$ cat src/rtl/pc_seq_ctl.sv
// Program-counter sequencer: INIT/RUN/HALTED control, conditional branches, jumps,
// and a one-entry pending redirect held across stalls. Define PC_TAKEN_CNT_EN to build the redirect counter.
module pc_seq_ctl #(
    parameter int unsigned     PC_W     = 16,
    parameter int unsigned     PC_INC   = 2,
    parameter logic [PC_W-1:0] RESET_PC = '0
) (
    input  logic            clk,
    input  logic            rst_n,
    input  logic            stall,
    input  logic            halt,
    input  logic            br_valid,
    input  logic [1:0]      br_cond,
    input  logic            zero,
    input  logic            alu_msb,
    input  logic            jump,
    input  logic            jump_reg,
    input  logic [PC_W-1:0] br_target,
    input  logic [PC_W-1:0] jr_target,
    output logic [PC_W-1:0] pc,
    output logic [PC_W-1:0] pc_plus,
    output logic            flush,
    output logic            halted,
    output logic [15:0]     taken_cnt
);

    typedef enum logic [1:0] {
        INIT   = 2'd0,
        RUN    = 2'd1,
        HALTED = 2'd2
    } state_t;

    state_t          state, state_nx;
    logic [PC_W-1:0] pc_nx;
    logic            pend_valid, pend_valid_nx;
    logic [PC_W-1:0] pend_target, pend_target_nx;
    logic            flush_nx;
    logic            cond_true;
    logic            taken;
    logic [PC_W-1:0] target;
    logic            redirect;

    assign pc_plus = pc + PC_W'(PC_INC);
    assign halted  = (state == HALTED);

    always_comb begin
        cond_true = 1'b0;
        case (br_cond)
            2'b00:   cond_true = zero;
            2'b01:   cond_true = ~zero;
            2'b10:   cond_true = alu_msb;
            default: cond_true = ~alu_msb;
        endcase
    end

    // A jump overrides any branch, so it alone picks between the two target ports.
    assign taken  = jump | (br_valid & cond_true);
    assign target = (jump & jump_reg) ? jr_target : br_target;

    always_comb begin
        state_nx       = state;
        pc_nx          = pc;
        pend_valid_nx  = pend_valid;
        pend_target_nx = pend_target;
        redirect       = 1'b0;
        case (state)
            INIT: begin
                state_nx      = RUN;
                pc_nx         = RESET_PC;
                pend_valid_nx = 1'b0;
            end
            RUN: begin
                if (halt) begin
                    state_nx      = HALTED;
                    pend_valid_nx = 1'b0;
                end else if (stall) begin
                    if (taken) begin
                        pend_valid_nx  = 1'b1;
                        pend_target_nx = target;
                    end
                end else if (taken) begin
                    // A fresh redirect supersedes whatever was left pending.
                    pc_nx         = target;
                    pend_valid_nx = 1'b0;
                    redirect      = 1'b1;
                end else if (pend_valid) begin
                    pc_nx         = pend_target;
                    pend_valid_nx = 1'b0;
                    redirect      = 1'b1;
                end else begin
                    pc_nx = pc_plus;
                end
            end
            HALTED: begin
                state_nx = HALTED;
            end
            default: begin
                state_nx      = INIT;
                pc_nx         = RESET_PC;
                pend_valid_nx = 1'b0;
            end
        endcase
        flush_nx = redirect;
    end

    always_ff @(posedge clk) begin
        if (!rst_n) begin
            state       <= INIT;
            pc          <= RESET_PC;
            pend_valid  <= 1'b0;
            pend_target <= '0;
            flush       <= 1'b0;
        end else begin
            state       <= state_nx;
            pc          <= pc_nx;
            pend_valid  <= pend_valid_nx;
            pend_target <= pend_target_nx;
            flush       <= flush_nx;
        end
    end

`ifdef PC_TAKEN_CNT_EN
    logic [15:0] cnt;

    always_ff @(posedge clk) begin
        if (!rst_n) begin
            cnt <= '0;
        end else if (redirect && (cnt != '1)) begin
            cnt <= cnt + 16'd1;
        end
    end

    assign taken_cnt = cnt;
`else
    assign taken_cnt = '0;
`endif

endmodule

$ cat config.mk
export PLATFORM = sky130hd
export DESIGN_NAME = pc_seq_ctl
export DESIGN_NICKNAME = d
export VERILOG_FILES = /design/src/rtl/pc_seq_ctl.sv
export SDC_FILE = /design/constraint.sdc
export NUM_CORES = 1
export LEC_CHECK = 0
export BUFFER_PORTS_ARGS = -buffer_cell sky130_fd_sc_hd__buf_2
export CORE_ASPECT_RATIO = 0.6
export CORE_MARGIN = 2
export CORE_UTILIZATION = 45
export DETAILED_ROUTE_END_ITERATION = 6
export GPL_TIMING_DRIVEN = 1
export PLACE_DENSITY = 0.88
export SYNTH_ARGS = -nofsm -noshare
export SYNTH_HDL_FRONTEND = slang
export SYNTH_SLANG_ARGS = --single-unit
$ cat constraint.sdc
create_clock -name clk -period 1.95 [get_ports clk]
set_clock_uncertainty 0.2 [all_clocks]
set_input_delay 0.0975 -clock clk [delete_from_list [all_inputs] [get_ports clk]]
set_output_delay 0.0975 -clock clk [all_outputs]
set_load 0.05 [all_outputs]
==> run_results.csv, run 1 <==
group,metric,value,unit
pwr,ir_drop,0.000424,V
global_routing,antenna_found_initial,0,
clocking,path_clk_slew,0.07,ns
clocking,htree_num_levels,2,
synthesis,syn_inst,287,
timing,max_clock_freq,494,MHz
synthesis,yosys.area.top_type,"dfxtp_1",
setup_path,worst-r2r-setup-slack,0.06,ns
synthesis,synth.distinct_cells,61,
hold_path,holdCritPathClass,"input port to register",
timing,fin_tns_setup,-0.0757,ns
timing,rsz0062_at_grt,"yes",
timing,tightest_slew,0.474,ns
timing,finalCritPeriodShare,104,%
clocking,cts_sinks,36,
synthesis,ys_warn_count,0,
setup_path,end_kind,"output pin",
detailed_routing,vias,2755,
die,start_util,45.7,%
pwr,p_leak,1.70,nW
synthesis,syn_area_per_cell,8.75,µm²
placement,portBuffers,76,
clocking,cts_tree,"built",
cells_and_area,final_core_util,68.4,%
setup_path,cp.required,1.65,ns
timing,finalHoldViolCount,4,
setup_path,slowest_delay,0.38,ns
detailed_routing,drt-total-wl,8000,µm
setup_path,path_delay_family,"simple AND/OR/NAND/NOR gates",
global_routing,grt_pass1_wl,12200,µm
die,die_x,100,µm
synthesis,syn-cell-area,2510,µm²
setup_path,arrival,1.73,ns
placement,gp_congestion,0.902,
setup_path,critPathKind,"register to output pin",
die,ios,93,
synthesis,ys_ff_latch,36,
die,dieArea,6210,µm²
timing,maxSlewHeadroom,67.6,%
synthesis,synthTopCellsByArea,"dfxtp_1 29%, mux2i_1 8.8%, buf_4 5.7%",
synthesis,ys.flop_type,"dfxtp_1",
synthesis,async_reset_ff_share,0,%
pwr,finalPower,2.42,mW
detailed_routing,detail_route.iter0.violations,213,
detailed_routing,drc,0,
die,die_y,61.9,µm
cells_and_area,final_nets,463,
detailed_routing,drtPass1Iterations,5,
synthesis,yosysSeqAreaShare,28.7,%
global_routing,grt_pass1_vias,2556,
setup_path,cp-start-kind,"register",
pwr,powerDensity,646,nW/µm²
global_routing,grt_max_degree,25,
setup_path,crit_chain,"ha_4 -> inv_2 -> nor4_4 -> and3_4 -> xor2_4 -> buf_6",
global_routing,overflow,0,
synthesis,ys_top_cells_by_count,"36 x dfxtp_1, 30 x nor2_1, 22 x mux2i_1",
die,core,5490,µm²
timing,worst_slack,-0.0757,ns
detailed_routing,drtAntennaViolNets,0,
clocking,clockRootBuffer,"clkbuf_8",
outcome,violations,"negative hold slack, negative setup slack",
clocking,clk_latency,0.30,ns
setup_path,cp_slowest_cell,"dfxtp_4",
timing,drv_slew,0,
synthesis,synth-edff-count,0,
clocking,cts_buffers,5,
synthesis,yosysMostFrequentCell,"dfxtp_1",
global_routing,grt_usage,25.5,%
timing,setup_viol,1,
setup_path,cp_max_fo,4,
cells_and_area,layout-drive-gt1-share,46.3,%
placement,hpwl,5670,µm
timing,timing.hold.ws,-0.0319,ns
cells_and_area,fill_cells,459,
flow_run,cap_violations,0,
cells_and_area,diodes,0,
outcome,status,"finished, violations left",
synthesis,synth.top_cell.area_share,28.7,%
timing,period_needed,2.03,ns
die,core.rowCount,21,
detailed_routing,routed_via_density,5.67,
cells_and_area,synthToLayoutAreaGrowth,49.5,%
cells_and_area,multi_input_area,1820,µm²
clocking,cts_buffer_depth,2,
detailed_routing,wl_per_cell,16.5,µm
cells_and_area,area.sequential,756,µm²
setup_path,cp_num_buf_inv,2,
-- worst paths after layout --
kind / startpoint / end / depth (start not counted)
worst max-delay path: pc[2] / pc_plus[15] / 6
worst min-delay path: br_target[11] / pc[11] / 3
worst max register to register: state[1] / pend_target[14] / 7
worst min register to register: pend_target[5] / pend_target[5] / 2
-- area by class of cell --
cell class                 instances  share of cell area [%]
clock buffer                       7                    2.03
clock inverter                     1                   0.100
inverter                          12                    1.20
multi-input combinational        221                    48.4
sequential                        36                    20.1
tap                               69                    2.30
timing repair buffer             140                    25.9
-- cells in the final DEF (no fill, tap or decap), types with 10 or more instances in the layout --
| cell | netlist | final |
|---|---|---|
| nor2_1 | 30 | 27 |
| dlygate4sd3_1 | 0 | 18 |
| a211oi_1 | 18 | 17 |
| conb_1 | 1 | 16 |
| dfxtp_1 | 36 | 22 |
| nand2_1 | 16 | 15 |
| buf_4 | 19 | 43 |
| mux2i_1 | 22 | 22 |
| buf_6 | 2 | 10 |
| buf_2 | 5 | 68 |
-- kinds of logic (layout without fill, tap and decap cells) --
kind of cell	Yosys count	after routing	synth area share [%]
flip-flops	36	36	28.7
XOR/XNOR	11	11	3.84
AO/OA/AOI/OAI	72	72	22.9
buffers and inverters	45	160	10.4
adder cells (fa/ha/maj)	4	4	1.99
AND/OR/NAND/NOR	86	86	18.2
multiplexers	32	32	13.8
other	1	16	0.149
-- report_power, final --
group	switching (mW)	internal, mW	total (mW)
Combinational	0.640	0.391	1.03
Clock	0.285	0.249	0.534
Sequential	0.0579	0.800	0.858
Total	0.983	1.44	2.42
-- state kept, by name, indices dropped and copies added, names as in the netlist --
register	count
pc	16
pend_target	16
flush	1
pend_valid	1
state	2
-- routing by layer --
| layer | share of wire (%) | GRT usage [%] |
|---|---|---|
| met5 | 0 | 0 |
| met1 | 41 | 31.7 |
| met2 | 49 | 46.5 |
| met3 | 9.2 | 4.25 |
| met4 | 1.2 | 8.22 |
-- what timing repair did --
item / 4_1_cts / 5_1_grt
cloned: 0 / 1
setup buffers: 11 / 9
endpoints found under the setup margin: 9 / 27
hold endpoints to repair: 12 / 0
pin swaps: 6 / 14
resized for setup: 28 / 20
hold buffers: 18 / 0
-- worst reg2reg max path, cell delays in order (launching register included) --
cell and delay, ns:
dfxtp_1 0.35, inv_1 0.10, ha_2 0.25, nand3b_1 0.19, a21oi_4 0.23, buf_6 0.17
nor2_1 0.05, a211oi_1 0.25
-- metrics by stage --
| stage | cells | setup WS [ns] | instance area, µm² | hold WS (ns) |
|---|---|---|---|---|
| finish | 486 | -0.0757 | 3750 | -0.0319 |
| global route | 486 | -0.118 | 3750 | 0.00767 |
| CTS | 476 | -0.0685 | 3600 | 0.00127 |
| detailed placement | 439 | -0.0728 | 3170 | 0.177 |
| global placement | 439 | 0.0632 | 3170 | 0.168 |
| floorplan | 302 | -0.206 | 2730 | -0.0265 |
(Power assumes the default switching activity.)
==> inputs of run 2 (changes only) <==
--- a/config.mk
+++ b/config.mk
@@ -5,10 +5,11 @@
 export SDC_FILE = /design/constraint.sdc
 export NUM_CORES = 1
 export LEC_CHECK = 0
+export ABC_AREA = 1
 export BUFFER_PORTS_ARGS = -buffer_cell sky130_fd_sc_hd__buf_2
 export CORE_ASPECT_RATIO = 0.6
 export CORE_MARGIN = 2
-export CORE_UTILIZATION = 45
+export CORE_UTILIZATION = 46
 export DETAILED_ROUTE_END_ITERATION = 6
 export GPL_TIMING_DRIVEN = 1
 export PLACE_DENSITY = 0.88
==> run 2 against run 1 <==
Setup slack gained 0.11 ns. Total power rose by 28%. Combinational power is 49% higher. Hold slack improved by 0.050 ns. Sequential power grew 13%. Critical endpoint is now pc_plus[13]. Clock-buffer cell count grew 1. Clock power rose by 13%. Routed wire length down 15%. Critical path depth increased by 1. The flow now finishes without violations.
==> run_results.csv, run 2 <==
group,metric,value,unit
outcome,status,"finished, final reports clean",
clocking,cts_buffers,5,
synthesis,synth_top_family_by_area,"simple AND/OR/NAND/NOR gates",
clocking,clockRootBuffer,"clkbuf_8",
cells_and_area,diodes,0,
detailed_routing,top_layer,"met4",
timing,rsz0062_at_grt,"yes",
synthesis,synthTopCellsByArea,"dfxtp_1 27%, nand2_1 18%, inv_1 6.8%",
synthesis,yosysMostFrequentCell,"nand2_1",
setup_path,cp_slowest_cell,"dfxtp_4",
synthesis,ys.flop_type,"dfxtp_1",
timing,timing.hold.ws,0.0180,ns
setup_path,cp_max_fo,6,
flow_run,cap_violations,0,
global_routing,grt_pass1_wl,11000,µm
cells_and_area,fin_area,3350,µm²
synthesis,synthAdderAreaFrac,1.85,%
setup_path,end_kind,"output pin",
setup_path,critPathKind,"register to output pin",
synthesis,ys_warn_count,0,
synthesis,synth-simple-area-share,42.6,%
timing,fin_tns_setup,0,ns
detailed_routing,dr_wl_met2,3170,µm
timing,setup_viol,0,
clocking,path_clk_slew,0.08,ns
setup_path,cp.required,1.65,ns
synthesis,synth.distinct_cells,37,
detailed_routing,wl_met1,3060,µm
synthesis,synth_mux_area_share,0.370,%
setup_path,crit_chain,"ha_4 -> nand2_4 -> nor2_4 -> nand3_2 -> nand2_2 -> and2_4 -> buf_8",
timing,finalHoldViolCount,0,
global_routing,grt_usage,21.0,%
synthesis,ys_top_cells_by_count,"128 x nand2_1, 49 x inv_1, 36 x dfxtp_1",
clocking,clk_latency,0.30,ns
synthesis,yosysSeqAreaShare,26.7,%
die,start_util,48.1,%
die,core,5620,µm²
detailed_routing,met3_length,491,µm
hold_path,holdCritPathClass,"input port to register",
detailed_routing,wl_per_cell,11.8,µm
die,core.rowCount,21,
cells_and_area,multi_input_area,1690,µm²
detailed_routing,drc,0,
detailed_routing,vias,2845,
cells_and_area,area.sequential,738,µm²
global_routing,grt_max_degree,32,
setup_path,slowest_delay,0.40,ns
global_routing,overflow,0,
cells_and_area,final_common_cell,"nand2_1",
setup_path,cp-start-kind,"register",
synthesis,syn_inst,421,
timing,period_needed,1.92,ns
placement,portBuffers,76,
die,ios,93,
die,die_y,63.4,µm
synthesis,synth_compound_area_share,12.0,%
global_routing,antenna_found_initial,0,
timing,max_clock_freq,521,MHz
placement,gp_congestion,0.911,
detailed_routing,routed_via_density,4.91,
clocking,cts_tree,"built",
pwr,finalPower,3.11,mW
synthesis,syn-cell-area,2700,µm²
die,dieArea,6520,µm²
synthesis,synth-edff-count,0,
cells_and_area,layout-drive-gt1-share,31.3,%
timing,drv_slew,0,
detailed_routing,drtPass1Iterations,5,
clocking,cts_buffer_depth,2,
clocking,cts_sinks,36,
clocking,htree_num_levels,2,
synthesis,synth_xor_area_share,0,%
pwr,p_leak,1.64,nW
cells_and_area,top_regs,"pc: 16 flops, pend_target: 16 flops, state: 2 flops",
cells_and_area,fill_cells,533,
cells_and_area,final_nets,545,
detailed_routing,drtAntennaViolNets,0,
pwr,ir_drop,0.000480,V
cells_and_area,final_cell_mix,"124 x nand2_1, 69 x buf_2, 48 x inv_1",
detailed_routing,detail_route.iter0.violations,150,
synthesis,yosys.area.top_type,"dfxtp_1",
synthesis,synth.top_cell.area_share,26.7,%
placement,dpl_cell_area,3070,µm²
setup_path,arrival,1.62,ns
synthesis,async_reset_ff_share,0,%
detailed_routing,drt-total-wl,6810,µm
die,die_x,103,µm
synthesis,ys_ff_latch,36,
global_routing,grt_pass1_vias,2478,
pwr,powerDensity,930,nW/µm²
placement,hpwl,5090,µm
synthesis,syn_area_per_cell,6.42,µm²
timing,finalCritPeriodShare,98.4,%
cells_and_area,synthToLayoutAreaGrowth,23.8,%
-- run 2: critical path, delay by kind of cell, from the launching register on --
family	cells	cell delay [ns]
flops	1	0.40
buf+inv	1	0.14
simple gates	5	0.62
fa+ha+maj	1	0.15
-- run 2: logic make-up (layout without fill, tap and decap cells) --
logic type / count (synthesis) / count (layout)
muxes: 1 / 1
AOI/OAI and AO/OA: 60 / 60
adders and majority gates: 4 / 4
buffers and inverters: 85 / 148
other: 1 / 16
DFF: 36 / 36
and+or+nand+nor: 234 / 234
-- run 2: what timing repair did --
item,4_1_cts,5_1_grt
setup endpoints to repair,6,20
setup buffers,0,3
hold buffers,3,0
resized for setup,9,27
pin swaps,1,7
endpoints found under the hold margin,6,0
-- run 2: routing by layer --
metal / vias to the layer above / global-route usage [%]
li1: 1450 / -
met1: 1285 / 27.6
met2: 98 / 34.7
met3: 12 / 4.44
met4: 0 / 5.92
met5: - / 0
-- run 2: final cells by class --
cell class	count	area share, %
clock buffer	8	2.99
tap	80	2.99
multi-input combinational	315	50.4
sequential	36	22.1
inverter	53	6.43
timing repair buffer	87	15.1
-- run 2: stage by stage --
stage / std cells / util [%] / setup WS (ns)
finish: 579 / 59.5 / 0.0316
global route: 579 / 59.5 / -0.0431
CTS: 576 / 57.4 / 0.00598
detailed placement: 565 / 54.5 / 0.119
global placement: 565 / 54.5 / 0.194
floorplan: 436 / - / 0.0155
-- run 2: power breakdown --
part / switching, mW / internal (mW) / leakage [nW]
registers: 0.122 / 0.850 / 0.297
logic: 1.09 / 0.442 / 1.29
clock network: 0.282 / 0.323 / 0.0515
-- run 2: final timing paths --
check / startpoint / slack, ns / end / depth (start not counted)
hold reg to reg: pend_target[5] / 0.30 / pend_target[5] / 2
setup / recovery: pc[1] / 0.03 / pc_plus[13] / 7
hold / removal: jr_target[1] / 0.02 / pend_target[1] / 4
setup reg to reg: state[1] / 0.15 / pend_target[12] / 10
==> inputs of run 3 (changes only) <==
--- a/config.mk
+++ b/config.mk
@@ -7,12 +7,14 @@
 export LEC_CHECK = 0
 export ABC_AREA = 1
 export BUFFER_PORTS_ARGS = -buffer_cell sky130_fd_sc_hd__buf_2
+export CELL_PAD_IN_SITES_DETAIL_PLACEMENT = 0
+export CELL_PAD_IN_SITES_GLOBAL_PLACEMENT = 2
 export CORE_ASPECT_RATIO = 0.6
 export CORE_MARGIN = 2
-export CORE_UTILIZATION = 46
+export CORE_UTILIZATION = 23
 export DETAILED_ROUTE_END_ITERATION = 6
 export GPL_TIMING_DRIVEN = 1
-export PLACE_DENSITY = 0.88
+export PLACE_DENSITY = 0.87
 export SYNTH_ARGS = -nofsm -noshare
 export SYNTH_HDL_FRONTEND = slang
 export SYNTH_SLANG_ARGS = --single-unit
==> run 3 against run 2 <==
Routed wire length rose by 20%. Critical path depth fell by 1. Sequential share of layout area fell by 0.73 points. Critical path type unchanged. Cell count rose by 13%.
==> run_results.csv, run 3 (same netlist as run 2, synthesis figures left out) <==
group,metric,value,unit
outcome,status,"finished, final reports clean",
setup_path,end_kind,"output pin",
timing,timing.hold.ws,0.0300,ns
placement,portBuffers,76,
flow_run,cap_violations,0,
setup_path,worst-r2r-cell-count,10,
timing,maxSlewHeadroom,62.4,%
detailed_routing,drtPass1Iterations,4,
detailed_routing,vias,2705,
global_routing,grt_max_degree,32,
timing,setup_viol,0,
cells_and_area,fill_cells,1280,
clocking,cts_sinks,36,
clocking,cts_tree,"built",
timing,max_clock_freq,528,MHz
cells_and_area,layout-drive-gt1-share,30.6,%
detailed_routing,detail_route.iter0.violations,171,
placement,gp_congestion,0.771,
cells_and_area,final_nets,544,
placement,hpwl,6460,µm
die,dieArea,12700,µm²
die,core.rowCount,30,
clocking,cts_buffer_depth,2,
die,core,11400,µm²
clocking,postCtsSetupBuffers,0,
timing,drv_slew,0,
pwr,ir_drop,0.000397,V
clocking,clockRootBuffer,"clkbuf_16",
timing,period_needed,1.89,ns
detailed_routing,wl_per_cell,12.4,µm
setup_path,critPathKind,"register to output pin",
detailed_routing,routed_via_density,4.12,
timing,rsz0062_at_grt,"yes",
setup_path,cp_max_fo,5,
timing,finalCritPeriodShare,97.1,%
hold_path,holdCritPathClass,"input port to register",
die,die_y,88.0,µm
global_routing,grt_pass1_vias,2486,
timing,finalHoldViolCount,0,
global_routing,overflow,0,
pwr,p_leak,1.66,nW
detailed_routing,drc,0,
detailed_routing,drtAntennaViolNets,0,
global_routing,antenna_found_initial,0,
global_routing,grt_usage,13.4,%
clocking,path_clk_slew,0.05,ns
cells_and_area,final_cell_mix,"125 x nand2_1, 69 x buf_2, 47 x inv_1",
setup_path,cp-start-kind,"register",
cells_and_area,synthToLayoutAreaGrowth,28.0,%
cells_and_area,diodes,0,
die,die_x,144,µm
setup_path,cp.required,1.65,ns
clocking,htree_num_levels,2,
die,start_util,23.8,%
pwr,powerDensity,976,nW/µm²
pwr,finalPower,3.37,mW
clocking,cts_buffers,5,
cells_and_area,final_common_cell,"nand2_1",
timing,tightest_slew,0.564,ns
setup_path,arrival,1.60,ns
hold_path,min_path_cells,5,
cells_and_area,top_regs,"pc: 16 flops, pend_target: 16 flops, state: 2 flops",
die,ios,93,
global_routing,grt_pass1_wl,13100,µm
clocking,clk_latency,0.28,ns
detailed_routing,drt-total-wl,8150,µm
run 3: cell types whose count changed in the layout (fill, tap and decap cells not counted), sizes merged:
cell	before	now
buf	83	81
run 3: worst paths after layout:
path / startpoint / to / slack [ns]
worst max-delay path: pc[2] / pc_plus[15] / 0.06
worst max register to register: state[1] / pend_target[10] / 0.12
worst min-delay path: br_target[0] / pend_target[0] / 0.03
worst min register to register: pend_target[5] / pend_target[5] / 0.29
run 3: critical path, stage by stage (launching register included):
cell and delay [ns]:
dfxtp_4 0.37, ha_2 0.20, nand2_4 0.09, nor2_4 0.19, nand4_1 0.13, and2_4 0.19
buf_6 0.14
run 3: layout make-up:
type	instances	area, µm²	share of cell area [%]
Clock buffer	7	153	4.41
Inverter	53	215	6.22
Multi-Input combinational cell	315	1650	47.6
Sequential cell	36	738	21.3
Tap cell	160	200	5.79
Timing Repair Buffer	86	508	14.7
run 3: power breakdown:
group          internal (mW)  switching (mW)
combinational          0.428            1.15
clock                  0.536           0.291
sequential             0.852           0.116
total                   1.82            1.56
run 3: stage by stage:
| step | setup slack [ns] | utilization, % | std cells | TNS, ns | area (µm²) |
|---|---|---|---|---|---|
| 2_1_floorplan | 0.0155 | - | 436 | 0 | 2780 |
| 3_3_place_gp | 0.132 | 28.1 | 647 | 0 | 3190 |
| 3_5_place_dp | 0.0753 | 28.1 | 647 | 0 | 3190 |
| 4_1_cts | 0.00789 | 29.9 | 657 | 0 | 3400 |
| 5_1_grt | -0.0616 | 30.4 | 657 | -0.101 | 3460 |
| 6_report | 0.0557 | 30.4 | 657 | 0 | 3460 |
run 3: per-layer routing:
layer | vias to the layer above | part of all wire, % | GRT usage (%)
met5 | - | 0 | 0
met4 | 0 | 0.83 | 2.94
met3 | 7 | 5.8 | 2.19
met2 | 73 | 37 | 18.1
met1 | 1182 | 57 | 21.6
li1 | 1443 | - | -
run 3: what timing repair did:
action / CTS / global route
hold buffers: 3 / 0
gates resized for setup: 6 / 21
cloned: 0 / 0
endpoints found under the setup margin: 5 / 31
pin swaps: 1 / 1
endpoints found under the hold margin: 5 / 0
